File: src/rtl/pipe_spawner.sv
// pipe_spawner
//   Pipe obstacle manager for the Flappy Bird playfield. It holds two pipe
//   slots and moves them on every game tick while the game is in RUN:
//   pipes that sit at column 0 are retired, the rest scroll one column left,
//   and every SPACING ticks a new pipe is spawned at the right edge. The gap
//   row of a new pipe comes from the free-running LFSR.
//
//   Ports
//     Clock, Reset  system clock; synchronous active-high reset
//     tick          one-cycle scroll strobe from the game timer
//     active        game running (0 = idle)
//     game_over     collision seen; pipes freeze until Reset
//     rnd[9:0]      LFSR value; only rnd[3:0] is used, sampled on spawn edges
//     pipe_v[1:0]   per-slot valid
//     pipe_x[7:0]   {slot1, slot0} pipe columns (0 when the slot is empty)
//     gap_top[7:0]  {slot1, slot0} top row of each gap (0 when the slot is empty)
//     score_p       one-cycle pulse when at least one pipe retires
//     score[6:0]    pipes passed, saturating at 99
//
//   Build option: define PIPE_SCORE_EN to enable the score counter; without
//   it, score is tied to zero and score_p still pulses.
module pipe_spawner #(
  parameter int COLS    = 16,
  parameter int ROWS    = 16,
  parameter int GAP_H   = 4,
  parameter int MARGIN  = 1,
  parameter int SPACING = 6
) (
  input  logic       Clock,
  input  logic       Reset,
  input  logic       tick,
  input  logic       active,
  input  logic       game_over,
  input  logic [9:0] rnd,
  output logic [1:0] pipe_v,
  output logic [7:0] pipe_x,
  output logic [7:0] gap_top,
  output logic       score_p,
  output logic [6:0] score
);

  localparam int RANGE = ROWS - GAP_H - 2 * MARGIN + 1;
  localparam int CW    = (SPACING > 1) ? $clog2(SPACING) : 1;

  localparam logic [4:0]    RANGE_L  = 5'(RANGE);
  localparam logic [3:0]    MARGIN_L = 4'(MARGIN);
  localparam logic [3:0]    X_EDGE   = 4'(COLS - 1);
  localparam logic [CW-1:0] CNT_LAST = CW'(SPACING - 1);

  typedef enum logic [1:0] {IDLE, RUN, FROZEN} state_t;

  state_t state_q, state_d;

  logic [1:0]       v_q, v_d;
  logic [1:0][3:0]  x_q, x_d;
  logic [1:0][3:0]  g_q, g_d;
  logic [CW-1:0]    cnt_q, cnt_d;
  logic             score_p_q, score_p_d;
  logic [1:0]       n_ret;
  logic [4:0]       r5, t5;
  logic [3:0]       new_gap;

  // Upper LFSR bits are intentionally ignored.
  logic unused_rnd;
  assign unused_rnd = ^rnd[9:4];

  // Fold the 4-bit random value into RANGE legal positions. RANGE >= 8
  // guarantees a single subtraction is enough.
  always_comb begin
    r5      = {1'b0, rnd[3:0]};
    t5      = (r5 >= RANGE_L) ? (r5 - RANGE_L) : r5;
    new_gap = t5[3:0] + MARGIN_L;
  end

  // ---------------- state register ----------------
  always_ff @(posedge Clock) begin
    if (Reset) begin
      state_q   <= IDLE;
      v_q       <= '0;
      x_q       <= '0;
      g_q       <= '0;
      cnt_q     <= '0;
      score_p_q <= 1'b0;
    end else begin
      state_q   <= state_d;
      v_q       <= v_d;
      x_q       <= x_d;
      g_q       <= g_d;
      cnt_q     <= cnt_d;
      score_p_q <= score_p_d;
    end
  end

  // ---------------- next-state logic ----------------
  always_comb begin
    state_d = state_q;
    case (state_q)
      IDLE:    if (active) state_d = RUN;
      RUN: begin
        if (game_over)    state_d = FROZEN;   // beats a same-cycle tick
        else if (!active) state_d = IDLE;
      end
      FROZEN:  state_d = FROZEN;              // only Reset leaves
      default: state_d = IDLE;
    endcase
  end

  // ---------------- slot datapath ----------------
  always_comb begin
    v_d       = v_q;
    x_d       = x_q;
    g_d       = g_q;
    cnt_d     = cnt_q;
    score_p_d = 1'b0;
    n_ret     = '0;
    if (state_q == RUN && !game_over) begin
      if (!active) begin
        v_d   = '0;
        x_d   = '0;
        g_d   = '0;
        cnt_d = '0;
      end else if (tick) begin
        // Retire pipes at column 0, scroll the rest.
        for (int i = 0; i < 2; i++) begin
          if (v_q[i]) begin
            if (x_q[i] == 4'd0) begin
              v_d[i] = 1'b0;
              x_d[i] = 4'd0;
              g_d[i] = 4'd0;
              n_ret  = n_ret + 2'd1;
            end else begin
              x_d[i] = x_q[i] - 4'd1;
            end
          end
        end
        score_p_d = (n_ret != 2'd0);
        // Spawn into the lowest free slot; slots just retired count as free.
        // With no free slot the counter parks at its last value so the
        // spawn is retried on every following tick.
        if (cnt_q == CNT_LAST) begin
          if (!v_d[0]) begin
            v_d[0] = 1'b1;
            x_d[0] = X_EDGE;
            g_d[0] = new_gap;
            cnt_d  = '0;
          end else if (!v_d[1]) begin
            v_d[1] = 1'b1;
            x_d[1] = X_EDGE;
            g_d[1] = new_gap;
            cnt_d  = '0;
          end
        end else begin
          cnt_d = cnt_q + CW'(1);
        end
      end
    end
  end

`ifdef PIPE_SCORE_EN
  logic [6:0] score_q, score_d, score_sum;

  always_comb begin
    score_sum = score_q + {5'd0, n_ret};
    score_d   = score_q;
    if (state_q == RUN && !game_over) begin
      if (!active)     score_d = '0;
      else if (tick)   score_d = (score_sum > 7'd99) ? 7'd99 : score_sum;
    end
  end

  always_ff @(posedge Clock) begin
    if (Reset) score_q <= '0;
    else       score_q <= score_d;
  end

  assign score = score_q;
`else
  assign score = 7'd0;
`endif

  // ---------------- outputs ----------------
  // Cleared slots hold zero x/gap, so the registers drive the ports directly.
  always_comb begin
    pipe_v  = v_q;
    pipe_x  = {x_q[1], x_q[0]};
    gap_top = {g_q[1], g_q[0]};
    score_p = score_p_q;
  end

endmodule

File: config.mk
export PLATFORM = sky130hd
export DESIGN_NAME = pipe_spawner
export DESIGN_NICKNAME = d
export VERILOG_FILES = /design/src/rtl/pipe_spawner.sv
export SDC_FILE = /design/constraint.sdc
export NUM_CORES = 1
export LEC_CHECK = 0
export CAP_MARGIN = 40
export CORE_MARGIN = 1.5
export CORE_UTILIZATION = 47
export CTS_CLUSTER_DIAMETER = 120
export CTS_CLUSTER_SIZE = 28
export DETAILED_ROUTE_END_ITERATION = 6
export GPL_TIMING_DRIVEN = 1
export PLACE_DENSITY = 0.83
export SYNTH_ARGS = -nofsm -noshare
export SYNTH_HDL_FRONTEND = slang
export SYNTH_SLANG_ARGS = --single-unit
export TNS_END_PERCENT = 20
File: constraint.sdc
create_clock -name Clock -period 2.7 [get_ports Clock]
set_clock_uncertainty 0.2 [all_clocks]
set_input_delay 0.405 -clock Clock [delete_from_list [all_inputs] [get_ports Clock]]
set_output_delay 0.405 -clock Clock [all_outputs]
set_load 0.02 [all_outputs]
### Word-level counts from Yosys, hierarchy flattened

Cells that the tools add are included.

| operators by class | value |
|---|---|
| reduce and logical (&&, ||, !) cells | 10 |
| add/sub/neg operators | 6 |
| bitwise gates (word level) | 3 |
| $lt $le $gt $ge | 1 |
| mux-type cells | 54 |
| equal/unequal tests | 7 |

Operator list:

| kind | count |
|---|---|
| 2-to-1 mux 4 bit | 15 |
| 2-to-1 mux 8 bit | 6 |
| 2-to-1 mux 2 bit | 14 |
| 2-to-1 mux 3 bit | 5 |
| 2-to-1 mux 1 bit | 13 |
| zero test 4 bit | 2 |
| subtractor 4 x 1 -> 4 bit, second input constant | 2 |
| case mux 2 bit (3 select lines) | 1 |
| adder 4 x 1 -> 4 bit, second input constant | 1 |
| >= comparator 4 bit, second input constant | 1 |
| != test 2 bit, second input constant | 2 |
| != test 4 bit, second input constant | 1 |
| AND reduction 2 bit | 2 |
| OR reduction 4 bit | 1 |
| subtractor 4 bit, second input constant | 1 |
| adder 3 x 1 -> 3 bit, second input constant | 1 |
| equality test 3 bit, second input constant | 1 |
| != test 3 bit, second input constant | 1 |
| inverter 1 bit | 3 |
| AND reduction 3 bit | 1 |
| adder 2 x 1 -> 2 bit, second input constant | 1 |
| equality test 2 x 1 -> 1 bit, second input constant | 1 |
| equality test 2 bit, second input constant | 1 |
| zero test 2 bit | 1 |
| other kinds (3) | 3 |

| storage, ports and cells | value |
|---|---|
| output and inout port bits | 26 |
| word-level logic and storage cells | 89 |
| bits in registers | 24 |
| input port bits | 15 |

### Longest topological paths before layout

Gate-level depths: netlist of run 1.

| depth | value |
|---|---|
| depth after elaboration | 13 |
| depth in mapped cells | 7 |
| gate-level depth less buffers | 7 |

### Worst setup path before layout of run 1

No wires, ideal clock.

| path | value |
|---|---|
| path kind | flip-flop to flip-flop |
| start point | reg x_q (netlist bit pipe_x[0]) |
| end point | reg g_q (netlist bit gap_top[5]) |
| stages on the path, launching flop included | 7 |
| required time | 2.371 ns |
| arrival time | 1.717 ns |
| path slack | 0.654 ns |
| path buffers | 0 |
| period minus slack after synthesis | 2.046 ns |
| library setup time | 0.129 ns |
| cells stage by stage | dfxtp_1 > inv_1 > ha_1 > nor3b_1 > or3_1 > a211oi_2 > o21ai_0 |

| on the way | value |
|---|---|
| cells in the longest elaborated chain, start to end | 10 |

RTL lines:

| item | RTL line | text |
|---|---|---|
| from (decl) | 55 | `logic [1:0][3:0] x_q, x_d;` |
| from (signal assigned) | 80 | `x_q <= '0;` |
| from (signal assigned) | 87 | `x_q <= x_d;` |
| zero test 4 bit | 126 | `if (x_q[i] == 4'd0) begin` |
| 2-to-1 mux 1 bit | 126 |  |
| 2-to-1 mux 1 bit | 125 | `if (v_q[i]) begin` |
| 2-to-1 mux 1 bit | 122 | `end else if (tick) begin` |
| 2-to-1 mux 1 bit | 117 | `if (!active) begin` |
| 2-to-1 mux 1 bit | 116 | `if (state_q == RUN && !game_over) begin` |
| 2-to-1 mux 4 bit | 141 | `if (!v_d[0]) begin` |
| 2-to-1 mux 8 bit | 140 | `if (cnt_q == CNT_LAST) begin` |
| 2-to-1 mux 8 bit | 122 |  |
| 2-to-1 mux 8 bit | 117 |  |
| to (signal assigned) | 88 | `g_q <= g_d;` |
| to (decl) | 56 | `logic [1:0][3:0] g_q, g_d;` |

Every way passes these cells. The select of a mux whose other input is x is not followed.
A chain may end at the register's enable or synchronous reset.

### Final worst setup path of run 1

| path | value |
|---|---|
| start point | in rnd[1] |
| end point | reg g_q (netlist bit gap_top[6]) |

| on the way | value |
|---|---|
| cells in the longest elaborated chain, start to end | 8 |

RTL lines:

| item | RTL line | text |
|---|---|---|
| from (decl) | 34 | `input logic [9:0] rnd,` |
| subtractor 4 bit / >= comparator 4 bit (equally long branches) | 71 | `t5 = (r5 >= RANGE_L) ? (r5 - RANGE_L) : r5;` |
| 2-to-1 mux 4 bit (*) | 71 |  |
| adder 4 x 1 -> 4 bit (*) | 72 | `new_gap = t5[3:0] + MARGIN_L;` |
| 2-to-1 mux 4 bit (*) | 146 | `end else if (!v_d[1]) begin` |
| 2-to-1 mux 4 bit (*) | 141 |  |
| 2-to-1 mux 8 bit (*) | 140 |  |
| 2-to-1 mux 8 bit (*) | 122 |  |
| 2-to-1 mux 8 bit (*) | 117 |  |

Every way passes the cells marked *; elsewhere a longest branch is shown, timed or not. The select of a mux whose other input is x is not followed.

==> impl_metrics.ini, run 1 <==
[final_layout]
drive_above_1_share = 0.0955
diodes = 0
ff_latch_area_um2 = 480
synthToLayoutAreaGrowth_pct = 23.7
fill_cells = 264
multi_input_area_um2 = 833
num-nets-final = 221
final_cell_count_no_fill = 230

[cts]
post-cts-setup-buffers = 0
htreeDepth = 1
clk_latency_ps = 320
cts_max_path_buffers = 2
clockRootBuffer = clkbuf_4
cts_tree = done
clk_pin_slew_worst_paths_ps = 130
cts_num_sinks = 24
cts_buffers = 3
cts_resized = 0
hold_buffers = 0

[setup_path]
critPathArrivalTime_ps = 2310
setup.worst_path.start_class = input pin
crit_type = input pin to flip-flop
cp_max_fo = 4
worstPathRequired_ps = 2710
crit_path_end_kind = flip-flop

[floorplan]
initial_core_util = 0.503
rows = 19
dieArea_um2 = 3340
fp.dieH_um = 57.8
core_um2 = 2810
die_w_um = 57.8
pin_count = 41

[sta]
hold_viol = 0
max_freq_ghz = 0.436
period_share = 0.850
fin_crit_ps = 2290
rsz0062_at_grt = no
relSlewSlack = 0.579
finalSetupTns_ps = 0
slew_viol_final = 0
setup_violations = 0
worstMarginPinSlew_ps = 630

[grt]
gr-total-overflow = 0
grt_pass1_wl_um = 5950
grt_pass1_vias = 1373
grt_max_degree = 14
grt_usage = 0.227
antenna_found_initial = 0

[synthesis]
netlist_area_um2 = 1410
ys_types = 45
synth_flop_cell = dfxtp_1
async_flop_share = 0
yosysSeqAreaShare = 0.340
synth_edf_count = 0
synthCells = 168
yosysWarnings = 0
synth_seq_cells = 24
avgSynthCellArea_um2 = 8.40

[drt]
postRouteAntennaNets = 0
wl_um = 3600
drtIter0Drc = 58
vias_per_cell = 6.09
firstDrtPassIters = 7
vias = 1400
wl_per_cell_um = 15.7
drc = 4

[power_and_ir_drop]
switchingPower_mw = 0.162
seq_power_share = 0.566
combPwrFrac = 0.126
p_leak_nw = 0.644
p_int_mw = 0.470
p_per_area_nw_per_um2 = 363
p_sw_frac = 0.257
clock_power_share = 0.307
ir_worst_vdd_mv = 0.218

[min_path]
hp-class = flip-flop to flip-flop

[placed_design]
dp_cells = 226
place.gp.congestion = 0.854
hpwl_um = 2720
numPortBuffers = 27

[run]
maxCapViolCount = 0

[outcome]
violations = DRC
outcome = finished with violations
## final cells by class
type,instances,share of cell area
timing repair buffer,31,0.172
inverter,15,0.0323
sequential,24,0.275
multi-input combinational,125,0.477
tap,31,0.0222
clock buffer,4,0.0208
## flip-flops by register name, summed over array words and instances (netlist names)
signal and count:
gap_top 8, cnt_q 3, pipe_v 2, state_q 2, pipe_x 8, score_p 1
## cells in the final DEF (no fill, tap or decap), types with 2 or more instances in the layout
| cell | synthesis | layout |
|---|---|---|
| a211oi_1 | 4 | 4 |
| a21oi_1 | 12 | 12 |
| a22o_1 | 4 | 4 |
| and2_1 | 2 | 2 |
| and3_1 | 3 | 3 |
| buf_4 | 7 | 4 |
| clkbuf_4 | 0 | 3 |
| clkdlybuf4s50_1 | 0 | 27 |
| conb_1 | 1 | 7 |
| dfxtp_1 | 24 | 24 |
| ha_1 | 6 | 6 |
| inv_1 | 15 | 15 |
| mux2_2 | 2 | 2 |
| mux2i_1 | 2 | 2 |
| nand2_1 | 12 | 12 |
| nand2b_1 | 2 | 2 |
| nand3_1 | 5 | 5 |
| nand3b_1 | 2 | 2 |
| nor2_1 | 11 | 11 |
| nor3_1 | 5 | 5 |
| o21ai_0 | 13 | 13 |
| o2bb2ai_1 | 3 | 3 |
| o32ai_1 | 7 | 7 |
## power groups by stage
stage | registers [mW] | clock network, mW | logic, mW
2_1_floorplan | 0.366 | 0 | 0.0527
3_3_place_gp | 0.366 | 0 | 0.0743
3_5_place_dp | 0.366 | 0 | 0.0785
4_1_cts | 0.359 | 0.198 | 0.0791
5_1_grt | 0.359 | 0.208 | 0.0865
6_report | 0.359 | 0.195 | 0.0798
## critical path, stage by stage
cell	delay [ps]
clkdlybuf4s50_1	530
ha_1	230
o21ai_0	130
buf_4	160
xnor2_1	280
ha_1	230
xor2_1	210
o32ai_1	120
## logic make-up (layout without fill, tap and decap cells)
kind of cell               count (synthesis)  in the layout  synth area share
and+or+nand+nor                           54             54             0.209
DFF                                       24             24             0.340
other                                      1              7           0.00266
buffers and inverters                     25             50            0.0851
AOI/OAI and AO/OA                         52             52             0.267
xor gates and xnor gates                   2              2            0.0124
adders and majority gates                  6              6            0.0532
muxes                                      4              4            0.0301
## routing by layer
layer | track usage | up-vias | part of all wire | routed length, um
met2 | 0.396 | 59 | 0.50 | 1810
met4 | 0.113 | 0 | 0.023 | 84
met3 | 0.0491 | 13 | 0.067 | 241
met5 | 0 | - | 0 | 0
met1 | 0.261 | 665 | 0.41 | 1460
li1 | - | 663 | - | -
## through the flow
| step | hold WS (ps) | area [um^2] | power, mW | setup slack, ps | utilization |
|---|---|---|---|---|---|
| after detailed placement | 254 | 1710 | 0.445 | 43.7 | 0.609 |
| after CTS | 290 | 1750 | 0.635 | 395 | 0.622 |
| final | 282 | 1750 | 0.633 | 405 | 0.622 |
| after global placement | 236 | 1710 | 0.440 | 170 | 0.609 |
| after floorplan | 229 | 1430 | 0.418 | 654 | - |
| after global routing | 301 | 1750 | 0.653 | 252 | 0.622 |
## cell usage after synthesis (all sizes together), types with 5 or more instances
cell type,number,area share
dfxtp,24,0.34
inv,15,0.040
nand2,13,0.036
o21ai,13,0.046
a21oi,12,0.043
nor2,11,0.029
buf,7,0.037
o32ai,7,0.043
ha,6,0.053
a211oi,5,0.030
nand3,5,0.018
nor3,5,0.018
## worst paths after layout
path,cells after the start,slack [ps],endpoint,from
worst min register to register,1,280,state_q[0],state_q[1]
worst max register to register,6,480,cnt_q[2],pipe_x[0]
worst min-delay path,1,280,state_q[0],state_q[1]
worst max-delay path,8,410,gap_top[6],rnd[1]
Power figures use the tool's default switching activity.
==> inputs of run 2 (changes only) <==
--- a/config.mk
+++ b/config.mk
@@ -7,12 +7,12 @@
 export LEC_CHECK = 0
 export CAP_MARGIN = 40
 export CORE_MARGIN = 1.5
-export CORE_UTILIZATION = 47
+export CORE_UTILIZATION = 42
 export CTS_CLUSTER_DIAMETER = 120
 export CTS_CLUSTER_SIZE = 28
 export DETAILED_ROUTE_END_ITERATION = 6
 export GPL_TIMING_DRIVEN = 1
-export PLACE_DENSITY = 0.83
+export PLACE_DENSITY = 0.79
 export SYNTH_ARGS = -nofsm -noshare
 export SYNTH_HDL_FRONTEND = slang
 export SYNTH_SLANG_ARGS = --single-unit
==> constraint.sdc (replaced) <==
create_clock -name Clock -period 1.85 [get_ports Clock]
set_clock_uncertainty 0.2 [all_clocks]
set_input_delay 0.2775 -clock Clock [delete_from_list [all_inputs] [get_ports Clock]]
set_output_delay 0.2775 -clock Clock [all_outputs]
set_load 0.02 [all_outputs]
==> run 2 against run 1 <==
The run ends with setup timing left. Setup slack lost 600 ps. Cell count up 24%. Routed wire length rose by 30%. Global-route usage is 4.5 points higher. Cell area up 27%. Core utilization up 8.7 points. Clock-buffer cell count did not move. Clock power rose by 54%. Largest power group unchanged.
==> impl_metrics.ini, run 2 (synthesis gave the netlist of run 1 again) <==
[outcome]
outcome = finished with violations
violations = setup timing

[final_layout]
final_area_um2 = 2220
synthToLayoutAreaGrowth_pct = 57.2
final_cell_mix = 46 x buf_4, 19 x dfxtp_1, 15 x clkdlybuf4s50_1, 12 x dlygate4sd2_1
multi_input_area_um2 = 968
final_common_cell = buf_4
num-nets-final = 263
final_util = 0.709
diodes = 0
drive_above_1_share = 0.373
ff_latch_area_um2 = 497
fill_cells = 236

[setup_path]
setup.worst_path.start_class = flip-flop
worstPathRequired_ps = 1920
crit_path_end_kind = flip-flop
critPathLaunch = pipe_x[4]
crit_type = flip-flop to flip-flop
cp_max_fo = 3
cp_cell_sequence = inv_4, ha_4, or3b_4, a2111oi_4, buf_4, a211oi_2, nor3_1
critPathBufInv = 2
crit_slowest_cell = or3b_4
max_stage_delay_ps = 410
crit_family = simple AND/OR/NAND/NOR gates
critPathArrivalTime_ps = 2110
r2r-start = pipe_x[4]

[sta]
period_share = 1.11
slew_viol_final = 0
hold_viol = 0
fin_crit_ps = 2050
holdWs_ps = 276
max_freq_ghz = 0.488
rsz0062_at_grt = yes
setup_violations = 11
finalSetupTns_ps = -1160
worst_slack_ps = -198

[power_and_ir_drop]
switchingPower_mw = 0.274
p_int_mw = 0.714
ir_worst_vdd_mv = 0.295
p_sw_frac = 0.277
p_per_area_nw_per_um2 = 445
seq_power_share = 0.523
p_leak_nw = 0.940
combPwrFrac = 0.172
clock_power_share = 0.305

[grt]
grt_max_degree = 14
grt_use_met3 = 0.0469
grt_usage = 0.272
grt_use_met1 = 0.312
grt_pass1_vias = 1617
grt_use_met2 = 0.473
grt_busiest_layer = met2
grt_pass1_wl_um = 7420
antenna_found_initial = 0
gr-total-overflow = 0

[floorplan]
rows = 20
initial_core_util = 0.451
pin_count = 41
core_um2 = 3130
fp.dieH_um = 61.0
die_w_um = 61.0
dieArea_um2 = 3720

[cts]
htreeDepth = 1
cts_num_sinks = 24
clk_latency_ps = 330
clockRootBuffer = clkbuf_4
cts_tree = done
cts_buffers = 3
clk_pin_slew_worst_paths_ps = 150
cts_max_path_buffers = 2
hold_buffers = 0

[placed_design]
place.gp.congestion = 0.910
postPlaceCellArea_um2 = 2080
numPortBuffers = 27
hpwl_um = 3290

[min_path]
holdCritStartpoint = state_q[1]
hp-class = flip-flop to flip-flop

[drt]
vias_per_cell = 5.72
wl_um = 4690
drtIter0Drc = 113
drc = 0
postRouteAntennaNets = 0
firstDrtPassIters = 5
vias = 1631
wl_per_cell_um = 16.4

[run]
maxCapViolCount = 0
## run 2: cell count changes in the layout (fill, tap and decap cells not counted), sizes merged
cell | previous run | this run
clkdlybuf4s50 | 27 | 15
dlygate4sd2 | 0 | 12
buf | 4 | 46
## run 2: layout make-up
| cell class | count | share of cell area |
|---|---|---|
| tap | 44 | 0.0248 |
| timing repair buffer | 73 | 0.271 |
| clock buffer | 4 | 0.0164 |
| multi-input combinational | 125 | 0.437 |
| sequential | 24 | 0.224 |
| inverter | 15 | 0.0276 |
## run 2: metrics by stage
stage | setup slack, ps | power, mW | std cells
3_3_place_gp | -406 | 0.660 | 278
5_1_grt | -240 | 1.01 | 285
2_1_floorplan | -9.52 | 0.605 | 174
3_5_place_dp | -573 | 0.667 | 278
4_1_cts | -189 | 0.964 | 285
6_report | -198 | 0.988 | 285
## run 2: per-layer routing
layer | up-vias | part of all wire
met3 | 14 | 0.074
met4 | 0 | 0.023
li1 | 743 | -
met5 | - | 0
met2 | 98 | 0.51
met1 | 776 | 0.39
## run 2: path summary, 6_finish.rpt
kind	cells after the start	to	slack, ps
setup / recovery	7	pipe_x[7]	-200
hold / removal	1	state_q[0]	280
setup reg to reg	7	pipe_x[7]	-200
hold reg to reg	1	state_q[0]	280
## run 2: timing repair
action                     4_1_cts  5_1_grt
pin swaps                       11        3
setup endpoints to repair       25       17
buffers inserted                 3        0
gates cloned                     0        0
gates resized for setup         25       10
## run 2: power groups by stage
stage,Clock (mW),Combinational [mW],Sequential (mW)
finish,0.301,0.170,0.517
global route,0.311,0.181,0.518
CTS,0.288,0.160,0.517
detailed placement,0,0.138,0.529
global placement,0,0.131,0.528
floorplan,0,0.0775,0.528
